<file path="src/rtl/rev_pkg.sv">
// Shared definitions for the reversible-gate ALU: gate select encoding.
package rev_pkg;

  localparam int OP_W = 2;

  typedef enum logic [OP_W-1:0] {
    FEYNMAN   = 2'd0,
    TOFFOLI   = 2'd1,
    PERES     = 2'd2,
    PERES_INV = 2'd3
  } op_e;

endpackage

</file>
<file path="src/rtl/rev_gate_core.sv">
// Per-bit reversible gate equations, fed with the stage-1 partial terms a, a^b, a&b, c.
module rev_gate_core
  import rev_pkg::*;
#(
  parameter int WIDTH = 32
) (
  input  op_e              op,
  input  logic [WIDTH-1:0] a,
  input  logic [WIDTH-1:0] axb,
  input  logic [WIDTH-1:0] anb,
  input  logic [WIDTH-1:0] c,
  output logic [WIDTH-1:0] p,
  output logic [WIDTH-1:0] q,
  output logic [WIDTH-1:0] r
);

  always_comb begin
    p = a;
    q = axb;
    r = c;
    case (op)
      FEYNMAN: ;
      // b is recovered from the registered a^b so stage 1 need not carry b itself
      TOFFOLI: begin
        q = a ^ axb;
        r = anb ^ c;
      end
      PERES:     r = anb ^ c;
      PERES_INV: r = c ^ (a & axb);
      default: ;
    endcase
  end

endmodule

</file>
<file path="src/rtl/rtl_rev_alu.sv">
// Two-stage reversible-gate ALU with valid/ready flow control.
// Optional registered parity output par when REV_PARITY_EN is defined.
module rtl_rev_alu
  import rev_pkg::*;
#(
  parameter int WIDTH = 32
) (
  input  logic             clk,
  input  logic             rst,
  input  logic             in_valid,
  output logic             in_ready,
  input  logic [OP_W-1:0]  op,
  input  logic [WIDTH-1:0] a,
  input  logic [WIDTH-1:0] b,
  input  logic [WIDTH-1:0] c,
  output logic             out_valid,
  input  logic             out_ready,
  output logic [WIDTH-1:0] p,
  output logic [WIDTH-1:0] q,
  output logic [WIDTH-1:0] r,
  output logic [OP_W-1:0]  op_out
`ifdef REV_PARITY_EN
  ,
  output logic             par
`endif
);

  logic             en;
  logic             vld_p1, vld_p2;
  op_e              op_p1;
  logic [WIDTH-1:0] a_p1, axb_p1, anb_p1, c_p1;
  logic [WIDTH-1:0] p_p2, q_p2, r_p2;
  logic [OP_W-1:0]  op_p2;
  logic [WIDTH-1:0] gp, gq, gr;

  // The whole pipe moves together: it advances whenever the output slot is free or being taken.
  assign en       = !vld_p2 || out_ready;
  assign in_ready = en;

  always_ff @(posedge clk) begin
    if (rst) begin
      vld_p1 <= 1'b0;
      vld_p2 <= 1'b0;
    end else if (en) begin
      vld_p1 <= in_valid;
      vld_p2 <= vld_p1;
    end
  end

  // ---- stage 1: operand capture and partial terms ----
  always_ff @(posedge clk) begin
    if (en && in_valid) begin
      op_p1  <= op_e'(op);
      a_p1   <= a;
      axb_p1 <= a ^ b;
      anb_p1 <= a & b;
      c_p1   <= c;
    end
  end

  rev_gate_core #(.WIDTH(WIDTH)) u_core (
    .op  (op_p1),
    .a   (a_p1),
    .axb (axb_p1),
    .anb (anb_p1),
    .c   (c_p1),
    .p   (gp),
    .q   (gq),
    .r   (gr)
  );

  // ---- stage 2: gate results ----
  always_ff @(posedge clk) begin
    if (rst) begin
      p_p2  <= '0;
      q_p2  <= '0;
      r_p2  <= '0;
      op_p2 <= '0;
    end else if (en && vld_p1) begin
      p_p2  <= gp;
      q_p2  <= gq;
      r_p2  <= gr;
      op_p2 <= op_p1;
    end
  end

`ifdef REV_PARITY_EN
  logic par_p2;

  always_ff @(posedge clk) begin
    if (rst) begin
      par_p2 <= 1'b0;
    end else if (en && vld_p1) begin
      par_p2 <= ^{gp, gq, gr};
    end
  end

  assign par = par_p2;
`endif

  assign out_valid = vld_p2;
  assign p         = p_p2;
  assign q         = q_p2;
  assign r         = r_p2;
  assign op_out    = op_p2;

endmodule

</file>
<file path="config.mk">
export PLATFORM = sky130hd
export DESIGN_NAME = rtl_rev_alu
export DESIGN_NICKNAME = d
export VERILOG_FILES = /design/src/rtl/rev_pkg.sv /design/src/rtl/rev_gate_core.sv /design/src/rtl/rtl_rev_alu.sv
export SDC_FILE = /design/constraint.sdc
export NUM_CORES = 1
export LEC_CHECK = 0
export BUFFER_PORTS_ARGS = -buffer_cell sky130_fd_sc_hd__buf_2
export CAP_MARGIN = 20
export CORE_MARGIN = 2
export CORE_UTILIZATION = 45
export DETAILED_ROUTE_END_ITERATION = 7
export MAX_ROUTING_LAYER = met4
export PLACE_DENSITY = 0.78
export REMOVE_ABC_BUFFERS = 1
export SLEW_MARGIN = 20
export SYNTH_ARGS = -nofsm -noshare
export SYNTH_HDL_FRONTEND = slang
export SYNTH_HIERARCHICAL = 1
export SYNTH_SLANG_ARGS = --single-unit
</file>
<file path="constraint.sdc">
create_clock -name clk -period 9.45 [get_ports clk]
set_input_delay 0.945 -clock clk [delete_from_list [all_inputs] [get_ports clk]]
set_output_delay 0.945 -clock clk [all_outputs]
set_load 0.1 [all_outputs]
</file>
### Word-level counts from Yosys, hierarchy flattened

Index checks and enable logic that the tools add are counted.

* eq/ne operators: 3
* multiplexer cells: 2
* bitwise logic cells: 6
* reduce and logical (&&, ||, !) cells: 5

Operator list (number)
* 32-bit XOR: 4
* 32-bit bitwise AND: 2
* 32-bit one-hot mux with 2 select lines: 1
* 32-bit two-way mux: 1
* 2-bit == test (second input constant): 2
* 2-bit by 1-bit == test with 1-bit output (second input constant): 1
* 1-bit logical AND: 2
* 2-bit OR reduction: 1
* 1-bit logical NOT: 1
* 1-bit logical OR: 1

* register bits: 230
* input bits: 102
* output and inout bits: 100
* word-level logic and storage cells: 27

### Longest topological paths before layout

Gate-level depths: netlist of the first run.

* word-level depth: 3
* gate-level depth with buffers: 7
* depth with buffers taken out: 6

### Hierarchy

Netlist of the first run, hierarchy kept.

By module, submodules not included
* rtl_rev_alu: times used 1, cells each 617, area each 8728.4 µm², seq. area each 5905.7 µm²
* rev_gate_core: times used 1, cells each 240, area each 2265.9 µm², seq. area each 0.0 µm²

### Worst setup path after synthesis of the first run

Ideal clock, no wire load.

* kind: input port to flip-flop
* start: in out_ready
* end: reg a_p1[0], enable pin
* library setup time: 504 ps
* data arrival time: 4812 ps
* required time: 8946 ps
* path slack: 4134 ps
* stages: 4
* buffers on the path: 2
* path through: nand2b_4 buf_2 buf_2 and2_1

* cells in the longest elaborated chain, start to end: 2

Ends and longest elaborated chain
* start: declaration: line rtl_rev_alu.sv:17 `input logic out_ready,`
* 1-bit logical OR: line rtl_rev_alu.sv:37 `assign en = !vld_p2 || out_ready;`
* net in_ready: line rtl_rev_alu.sv:11 `output logic in_ready,`
* 1-bit logical AND: line rtl_rev_alu.sv:52 `if (en && in_valid) begin`
* end signal: assignment: line rtl_rev_alu.sv:54 `a_p1 <= a;`
* end: declaration: line rtl_rev_alu.sv:31 `logic [WIDTH-1:0] a_p1, axb_p1, anb_p1, c_p1;`

The timed path passes the listed nets, and every way through them passes these cells.
A chain may end at the register's enable or synchronous reset.

### Final worst setup path of the first run

* start: in out_ready
* end: reg anb_p1[30], enable pin

* cells in the longest elaborated chain, start to end: 2

Ends and longest elaborated chain
* 1-bit logical OR: line rtl_rev_alu.sv:37
* 1-bit logical AND: line rtl_rev_alu.sv:52
* end signal: assignment: line rtl_rev_alu.sv:56 `anb_p1 <= a & b;`
* end: declaration: line rtl_rev_alu.sv:31

Every way passes these cells.

==> run metrics, run 1 <==
post-CTS setup buffer count=0; Pwr Density=204 mW/mm2; Max VDD drop=0.000145 V; DR pass1 iterations=4; Starting Density=45.5%; fmax=0.380 GHz; capture point of the worst reg-to-reg path=anb_p1[30]$_DFFE_PP_; P_leak=5.45 nW; Placer Congestion=0.761; status=complete, no violations; worst slew pin tran=0.981 ns; Combinational Power Share=17.1%; average size of a mapped cell=12.8 um2; worst reg2reg path startpoint=out_valid$_SDFFE_PP0P_; Via density=5.21; crit-path cells=buf_2 -> nand2b_4 -> and2_4 -> buf_4; Psw=750 uW; hold slack=0.566 ns; Cell variety after synth=25; total CTS buffers=25; clock buffer depth=3; DR iter-0 viols=441; Detailed Place HPWL=14,100 um; cell count after placement=1,289; Post-Route Skew=0.0113 ns; clk_lat worst skew=0.52 ns; ratio of cells with drive above 1 in the final layout=29.3%; max_slew headroom=34.6%; fin. max-slew vios=0; input/output buffers=201; routed len/inst=17.5 um; GRT Util Overall=18.1%; post-layout util=52.1%; worst min-delay path startpoint=r[27]$_SDFFE_PP0P_; largest net degree at the start of global routing=110; clock share of power=37.6%; Post-Syn Area=0.0110 mm2; WP depth=4; TritonCTS clock tree=done; unrepaired setup endpoints after global routing=false; H-tree Lvls=1; worst-case reg-to-reg path depth=3; Tmin final=2.63 ns; WHS Path Cells=2; Worst EP arrival=2.78 ns; Cell Count, Final, Fillers Out=1,338; vias in the first global route=6,875; WS Path Type=input pin to flop; required time of the worst setup path=9.59 ns; Sw Share=29.2%; post-synthesis sequential area ratio=53.7%; core area=0.0242 mm2; remaining antenna violation count=0; Worst Path Max Fanout=67; overflow left after global routing=0; worst stage delay on the critical path=0.78 ns; Yosys warning count=6; clock sinks=230; Clk pin slew, worst setup/hold paths=0.07 ns; Final Worst Setup Slack=6.82 ns; CP Launch Type=input pin; Max-cap violations=0; CTS root buf=clkbuf_16; DRT Wirelength=23,400 um; Die ar.=0.0257 mm2; Worst setup EP type=flop; post-synthesis sequential element count=230; Post-Synthesis Cells=857; Final Hold Fails=0; Nets=1,159; total number of vias=6,975; Place WS=6.29 ns; sequential power share=45.3%; Die Span X=160 um; Sum Neg Setup Slack=0 ns; number of gates resized after cts=0; drt drc=0; fin crit share=27.9%; Pint=1.82 mW; worst hold-check path type=flop to flop; row cnt=57; Top delay family on crit path=buffers and inverters; R2R setup slack=7.03 ns; slowest stage cell, crit path=buf_4; Top Ports=202; sink of the worst hold path=r[27]$_SDFFE_PP0P_; die height=160 um; synthesis-to-finish area growth=14.6%; Buf/Inv on CP=2; initial antenna violation count=2; final setup violating endpoints=0; first-pass GRT wire length=36,100 um; post-cts hold buffer count=0
==> logic make-up after synthesis <==
family | synth area share (%)
AOI/OAI and AO/OA | 14.1
xor gates and xnor gates | 2.55
adders and majority gates | 7.28
buffers and inverters | 6.63
DFF | 53.7
muxes | 9.88
and+or+nand+nor | 5.83
==> power by group through the flow <==
stage,registers (mW),clock network (mW),logic [mW]
3_5_place_dp,1.19,0,0.436
3_3_place_gp,1.19,0,0.426
4_1_cts,1.17,0.994,0.438
5_1_grt,1.17,1.03,0.471
6_report,1.17,0.967,0.441
2_1_floorplan,1.38,0,0.151
==> placed cells by master, fill, tap and decap left out <==
| master | Yosys | layout |
|---|---|---|
| nand3_1 | 98 | 98 |
| dfxtp_4 | 0 | 1 |
| clkbuf_8 | 0 | 3 |
| mux2_4 | 20 | 20 |
| bufinv_16 | 0 | 2 |
| inv_6 | 0 | 1 |
| ha_1 | 64 | 64 |
| edfxtp_1 | 130 | 130 |
| a21bo_1 | 98 | 98 |
| diode_2 | 0 | 2 |
| nand2_1 | 32 | 32 |
| mux2_2 | 2 | 2 |
| and2_4 | 0 | 1 |
| nand2b_2 | 0 | 1 |
| nand2b_4 | 1 | 1 |
| buf_16 | 0 | 1 |
| inv_1 | 1 | 1 |
| clkinv_2 | 0 | 8 |
| clkinv_1 | 0 | 2 |
| dfxtp_1 | 100 | 99 |
| clkbuf_1 | 15 | 4 |
| xor2_1 | 32 | 32 |
| mux2_1 | 10 | 10 |
| a21oi_2 | 20 | 20 |
| a21oi_1 | 79 | 79 |
| inv_8 | 0 | 1 |
| buf_2 | 29 | 200 |
| buf_4 | 36 | 10 |
| clkbuf_16 | 0 | 25 |
| nor2_1 | 1 | 1 |
| mux2i_1 | 65 | 65 |
==> sequential cells by signal, indices dropped and copies added, names as in the netlist <==
signal / cells
a_p1: 32
anb_p1: 32
axb_p1: 32
c_p1: 32
op_out: 2
op_p1: 2
out_valid: 1
p: 32
q: 32
r: 32
vld_p1: 1
==> Yosys cell counts <==
cell type | instances | share of area, %
a21bo_1 | 98 | 8.9
a21oi_1 | 79 | 3.6
a21oi_2 | 20 | 1.6
and2_1 | 1 | 0.057
buf_1 | 2 | 0.068
buf_12 | 2 | 0.36
buf_2 | 29 | 1.3
buf_4 | 36 | 2.5
buf_6 | 17 | 1.7
buf_8 | 1 | 0.14
clkbuf_1 | 15 | 0.51
dfxtp_1 | 100 | 18
edfxtp_1 | 130 | 36
ha_1 | 64 | 7.3
inv_1 | 1 | 0.034
mux2_1 | 10 | 1.0
mux2_2 | 2 | 0.20
mux2_4 | 20 | 2.7
mux2i_1 | 65 | 5.9
nand2_1 | 32 | 1.1
nand2b_1 | 1 | 0.057
nand2b_4 | 1 | 0.13
nand3_1 | 98 | 4.5
nor2_1 | 1 | 0.034
xor2_1 | 32 | 2.5
==> worst register-to-register path, cell delays in order, from the launching register on <==
cell and delay [ns]:
dfxtp_1 0.33, nand2b_4 0.10, and2_4 0.69, buf_4 0.87
==> per-stage QoR <==
| stage | total power, mW | area [um2] |
|---|---|---|
| final | 2.57 | 12600 |
| after global routing | 2.68 | 12600 |
| after global placement | 1.62 | 11800 |
| after detailed placement | 1.63 | 11800 |
| after floorplan | 1.53 | 10300 |
| after CTS | 2.60 | 12600 |
==> layout make-up <==
type	instances	area, um2
Fill cell	2041	11600
Antenna cell	2	5.00
Clock inverter	14	128
Sequential cell	230	5910
Tap cell	324	405
Clock buffer	32	682
Multi-Input combinational cell	524	4360
Timing Repair Buffer	211	1100
Inverter	1	3.75
==> layer usage <==
layer | wire length (um) | GRT usage, % | up-vias
li1 | - | - | 3376
met3 | 1120 | 2.82 | 34
met2 | 11800 | 31.7 | 168
met5 | 0 | - | -
met4 | 437 | 4.83 | 0
met1 | 9990 | 21.8 | 3397
==> worst max-delay path by stage <==
| stage | from | endpoint | slack (ns) |
|---|---|---|---|
| after floorplan | out_ready | a_p1[0]$_DFFE_PP_ | 3.58 |
| after global placement | out_ready | a_p1[4]$_DFFE_PP_ | 6.35 |
| after detailed placement | out_ready | a_p1[4]$_DFFE_PP_ | 6.29 |
| after CTS | out_ready | in_ready | 6.79 |
| after global routing | out_ready | c_p1[4]$_DFFE_PP_ | 6.72 |
| final | out_ready | anb_p1[30]$_DFFE_PP_ | 6.82 |
Note: power is estimated with default switching activity, not from simulation.
==> run 2: changes to the inputs <==
Clock period 9.45 ns to 2.5 ns, I/O delays scaled along.
==> run 2 against run 1 <==
Against the previous run:
- critical path type is now flop to output port
- cell count up 5.8%
- sequential cell count unchanged
- critical path depth down 2
- critical endpoint is now in_ready
- via count up 3.4%
==> run metrics, run 2 (same netlist as run 1, synthesis figures left out) <==
Cell Count, Final, Fillers Out=1,415 (was 1,338); Detailed Place HPWL=13,900 um (was 14,100 um); sequential power share=44.2% (was 45.3%); P_leak=5.81 nW (was 5.45 nW); Psw=2.79 mW (was 750 uW); Power Total=9.94 mW (was 2.57 mW); Top Ports=202 (unchanged); worst slew pin tran=0.647 ns (was 0.981 ns); Pwr Density=738 mW/mm2 (was 204 mW/mm2); Sw Share=28.1% (was 29.2%); synthesis-to-finish area growth=22.5% (was 14.6%); Worst Path Max Fanout=16 (was 67); fmax=0.542 GHz; worst stage delay on the critical path=0.50 ns (was 0.78 ns); Combinational Power Share=17.9% (was 17.1%); remaining antenna violation count=0 (unchanged); post-CTS setup buffer count=0 (unchanged); Starting Density=45.5% (unchanged); slowest stage cell, crit path=buf_2 (was buf_4); sink of the worst hold path=axb_p1[12]$_DFFE_PP_ (was r[27]$_SDFFE_PP0P_); Worst EP arrival=1.60 ns (was 2.78 ns); clock sinks=230 (unchanged); Nets=1,239 (was 1,159); required time of the worst setup path=2.25 ns (was 9.59 ns); clock share of power=37.9% (was 37.6%); vias in the first global route=7,402 (was 6,875); worst reg2reg path startpoint=op_p1[1]$_DFFE_PP_ (was out_valid$_SDFFE_PP0P_); DR iter-0 viols=419 (was 441); Buf/Inv on CP=1 (was 2); status=complete, no violations (unchanged); Die ar.=0.0257 mm2 (unchanged); CTS root buf=clkbuf_16 (unchanged); ratio of cells with drive above 1 in the final layout=27.5% (was 29.3%); final setup violating endpoints=0 (unchanged); commonest non-fill, non-tap cells in the layout=buf_2, edfxtp_1, dfxtp_1 (unchanged); total number of vias=7,211 (was 6,975); row cnt=57 (unchanged); core area=0.0242 mm2 (unchanged); capture point of the worst reg-to-reg path=r[11]$_SDFFE_PP0P_ (was anb_p1[30]$_DFFE_PP_); H-tree Lvls=1 (unchanged); worst-case reg-to-reg path depth=6 (was 3); largest net degree at the start of global routing=97 (was 110); Via density=5.10 (was 5.21); routed len/inst=16.5 um (was 17.5 um); initial antenna violation count=0 (was 2); drt drc=0 (unchanged); Worst setup EP type=output port (was flop); Place WS=0.852 ns (was 6.29 ns); count of filler cells inserted in the layout=1,992 (was 2,041); worst hold-check path type=input pin to flop (was flop to flop); GRT Util Overall=18.5% (was 18.1%); WP depth=2 (was 4); diode count=0 (was 2); post-cts hold buffer count=73 (was 0); TritonCTS clock tree=done (unchanged); DR pass1 iterations=4 (unchanged); Die Span X=160 um (unchanged); WS Path Type=flop to output port (was input pin to flop); Top delay family on crit path=buffers and inverters (unchanged); DP Area=0.0119 mm2 (was 0.0118 mm2); Post-Route Skew=0.0106 ns (was 0.0113 ns); R2R setup slack=0.86 ns (was 7.03 ns); DRT Wirelength=23,400 um (about the same); worst min-delay path startpoint=b[12] (was r[27]$_SDFFE_PP0P_); number of gates resized after cts=0 (unchanged); total CTS buffers=25 (unchanged); first-pass GRT wire length=37,700 um (was 36,100 um); crit-path cells=nand2b_4 -> buf_2 (was buf_2 -> nand2b_4 -> and2_4 -> buf_4); overflow left after global routing=0 (unchanged); WHS Path Cells=2 (unchanged); Tmin final=1.85 ns; input/output buffers=201 (unchanged); Placer Congestion=0.747 (was 0.761); most common cell after layout, fill and taps aside=buf_2 (unchanged); Max-cap violations=0 (unchanged); die height=160 um (unchanged); CP Launch Type=flop (was input pin); Clk pin slew, worst setup/hold paths=0.06 ns (was 0.07 ns); Final Worst Setup Slack=0.655 ns (was 6.82 ns); fin crit share=73.8%; clock buffer depth=3 (unchanged); clk_lat worst skew=0.52 ns (about the same); Max VDD drop=0.000595 V (was 0.000145 V); Final Hold Fails=0 (unchanged); post-route cell area=0.0135 mm2 (was 0.0126 mm2); fin. max-slew vios=0 (unchanged); max_slew headroom=56.9% (was 34.6%); Pint=7.15 mW (was 1.82 mW); cell count after placement=1,297 (was 1,289); unrepaired setup endpoints after global routing=false (unchanged)
-- run 2: worst max path at each step --
| stage | startpoint | to | slack, ns |
|---|---|---|---|
| after global placement | op_p1[1]$_DFFE_PP_ | r[1]$_SDFFE_PP0P_ | 0.92 |
| final | out_valid$_SDFFE_PP0P_ | in_ready | 0.65 |
| after detailed placement | op_p1[1]$_DFFE_PP_ | q[8]$_SDFFE_PP0P_ | 0.85 |
| after floorplan | out_valid$_SDFFE_PP0P_ | a_p1[0]$_DFFE_PP_ | -3.23 |
| after CTS | out_valid$_SDFFE_PP0P_ | in_ready | 0.61 |
| after global routing | out_valid$_SDFFE_PP0P_ | in_ready | 0.58 |
-- run 2: area by class of cell --
type | count | area [um2] | share of cell area, %
sequential | 230 | 5910 | 43.9
inverter | 1 | 3.75 | 0.0279
timing repair buffer | 291 | 1950 | 14.5
multi-input combinational | 524 | 4360 | 32.4
clock buffer | 35 | 683 | 5.07
tap | 324 | 405 | 3.01
clock inverter | 10 | 149 | 1.11
-- run 2: power groups by stage --
stage          Sequential [mW]  Clock (mW)  Combinational, mW
6_report                  4.39        3.77               1.78
5_1_grt                   4.42        4.01               1.91
4_1_cts                   4.39        3.87               1.80
3_3_place_gp              4.46           0               1.67
3_5_place_dp              4.47           0               1.70
2_1_floorplan             5.20           0              0.569
-- run 2: metrics by stage --
stage	hold WS (ns)	utilization, %	TNS [ns]
after floorplan	0.312	-	-560.04
after detailed placement	0.428	49.2	0
after global routing	0.00174	55.7	0
final	0.0230	55.7	0
after CTS	0.00215	55.7	0
after global placement	0.426	49.2	0
-- run 2: worst register-to-register path: cells and delay by family (launching register included) --
family,cells,cell delay (ns)
AO/OA/AOI/OAI,1,0.14
flip-flops,1,0.40
multiplexers,2,0.37
AND/OR/NAND/NOR,1,0.09
XOR/XNOR,1,0.16
buffers and inverters,1,0.40
-- run 2: layer usage --
layer	global-route usage [%]	routed length, um
met4	5.36	533
met5	-	0
met2	32.5	11900
met1	22.1	9780
met3	2.89	1190
==> run 3: changes to the inputs <==
Settings changed: PLACE_DENSITY 0.78 to 0.8.
Clock period 2.5 ns to 1.65 ns, I/O delays scaled along.
==> run 3 against run 2 <==
Against the previous run:
- via count is 4.1% higher
- first-iteration DRC count is 8.1% higher
- setup slack worse by 0.67 ns
- total power is 49% higher
- design area is 3.9% higher
- largest cell class unchanged
- sequential power is 52% higher
- the flow now finishes with violations (setup timing)
- global-route usage is 1.5 points higher
- cell count is 2.8% higher
==> run metrics, run 3 (same netlist as run 1, synthesis figures left out) <==
status=finished, violations left (was complete, no violations); failing checks=setup timing; overflow left after global routing=0 (unchanged); DR iter-0 viols=453 (was 419); Max-cap violations=0 (unchanged); Starting Density=45.5% (unchanged); row cnt=57 (unchanged); DRT Wirelength=26,100 um (was 23,400 um); R2R setup slack=-0.02 ns (was 0.86 ns); worst hold-check path type=input pin to flop (unchanged); Sum Neg Setup Slack=-0.0179 ns (was 0 ns); H-tree Lvls=1 (unchanged); first-pass GRT wire length=40,200 um (was 37,700 um); clk_lat worst skew=0.52 ns (about the same); routed len/inst=17.9 um (was 16.5 um); DP Area=0.0121 mm2 (was 0.0119 mm2); most frequent CP cell=mux2i_1; fmax=0.600 GHz; Power Total=14.8 mW (was 9.94 mW); post-route cell area=0.0140 mm2 (was 0.0135 mm2); hold slack=0.355 ns (was 0.0230 ns); fin crit share=101%; P_leak=6.06 nW (was 5.81 nW); largest net degree at the start of global routing=71 (was 97); drt drc=0 (unchanged); most common cell after layout, fill and taps aside=buf_2 (unchanged); worst slew pin tran=0.533 ns (was 0.647 ns); total CTS buffers=25 (unchanged); CTS root buf=clkbuf_16 (unchanged); fin. max-slew vios=0 (unchanged); Post-Route Skew=0.0141 ns (was 0.0106 ns); initial antenna violation count=2 (was 0); total number of vias=7,507 (was 7,211); vias in the first global route=7,700 (was 7,402); Via density=5.16 (was 5.10); post-layout util=57.9% (was 55.7%); core area=0.0242 mm2 (unchanged); crit-path cells=buf_12 -> mux2i_1 -> mux2i_1 -> xor2_1 -> nand3_1 -> a21oi_1 (was nand2b_4 -> buf_2); clock buffer depth=3 (unchanged); synthesis-to-finish area growth=27.3% (was 22.5%); ratio of cells with drive above 1 in the final layout=27.7% (was 27.5%); Placer Congestion=0.785 (was 0.747); CP Launch Type=flop (unchanged); unrepaired setup endpoints after global routing=true (was false); count of filler cells inserted in the layout=1,891 (was 1,992); Final Hold Fails=0 (unchanged); Tmin final=1.67 ns; Die Span X=160 um (unchanged); WS Path Type=flop to flop (was flop to output port); Top Ports=202 (unchanged); commonest non-fill, non-tap cells in the layout=buf_2, edfxtp_1, dlygate4sd3_1 (was buf_2, edfxtp_1, dfxtp_1); DR pass1 iterations=4 (unchanged); max_slew headroom=64.7% (was 56.9%); Die ar.=0.0257 mm2 (unchanged); Detailed Place HPWL=14,800 um (was 13,900 um); GRT Util Overall=20.0% (was 18.5%); worst stage delay on the critical path=0.50 ns (about the same); input/output buffers=201 (unchanged); Worst EP arrival=2.10 ns (was 1.60 ns); Buf/Inv on CP=1 (unchanged); Max VDD drop=0.000671 V (was 0.000595 V); remaining antenna violation count=0 (unchanged); die height=160 um (unchanged); Nets=1,277 (was 1,239); slowest stage cell, crit path=edfxtp_1 (was buf_2); Worst setup EP type=flop (was output port); Top delay family on crit path=flip-flops (was buffers and inverters); required time of the worst setup path=2.09 ns (was 2.25 ns); clock sinks=230 (unchanged); Worst Path Max Fanout=18 (was 16); TritonCTS clock tree=done (unchanged); Pwr Density=1060 mW/mm2 (was 738 mW/mm2); Final Worst Setup Slack=-0.0176 ns (was 0.655 ns); Clk pin slew, worst setup/hold paths=0.06 ns (about the same); final setup violating endpoints=2 (was 0)
-- run 3: cell count changes in the layout (fill, tap and decap cells not counted), sizes merged --
cell,delta
bufinv,-4
diode,+2
bufbuf,+1
dlygate4sd3,+27
buf,+8
clkbuf,+5
-- run 3: area by class of cell --
type	instances	area, um2	area share, %
diodes	2	5.00	0.0358
clock buffers	38	744	5.32
clock inverters	6	27.5	0.197
inverters	1	3.75	0.0268
multi-input cells	524	4370	31.2
flip-flops and latches	230	5910	42.2
well taps	324	405	2.90
repair buffers	329	2530	18.1
-- run 3: through the flow --
step,setup slack [ns],cells
floorplan,-4.08,755
CTS,-0.00450,1447
finish,-0.0176,1454
global route,-0.0733,1454
global placement,0.152,1303
detailed placement,0.0305,1303
-- run 3: path summary, 6_finish.rpt --
path / depth (start not counted) / from / endpoint
worst max-delay path: 6 / op_p1[1]$_DFFE_PP_ / r[22]$_SDFFE_PP0P_
worst min-delay path: 2 / c[16] / c_p1[16]$_DFFE_PP_
worst max register to register: 6 / op_p1[1]$_DFFE_PP_ / r[22]$_SDFFE_PP0P_
worst min register to register: 3 / c_p1[31]$_DFFE_PP_ / r[31]$_SDFFE_PP0P_
-- run 3: repair_timing --
item                                   in CTS  in global routing
setup endpoints to repair                   2                 12
endpoints found under the hold margin     140                  0
buffers inserted                            0                  2
hold buffers                              100                  0
pin swaps                                   0                  3
gates cloned                                1                  3
resized for setup                           3                  2
-- run 3: power breakdown --
group          leakage, nW  internal [mW]  switching (mW)
Combinational         3.58          0.977            1.89
Clock                0.384           3.08            2.21
Sequential            2.09           6.48           0.201
Total                 6.06           10.5            4.30
-- run 3: metal layers --
layer / part of all wire (%) / global-route usage, % / vias up
met5: 0 / - / -
met4: 3.0 / 7.41 / 0
met3: 5.2 / 3.43 / 61
met2: 50 / 34.0 / 228
met1: 42 / 24.0 / 3612
li1: - / - / 3606
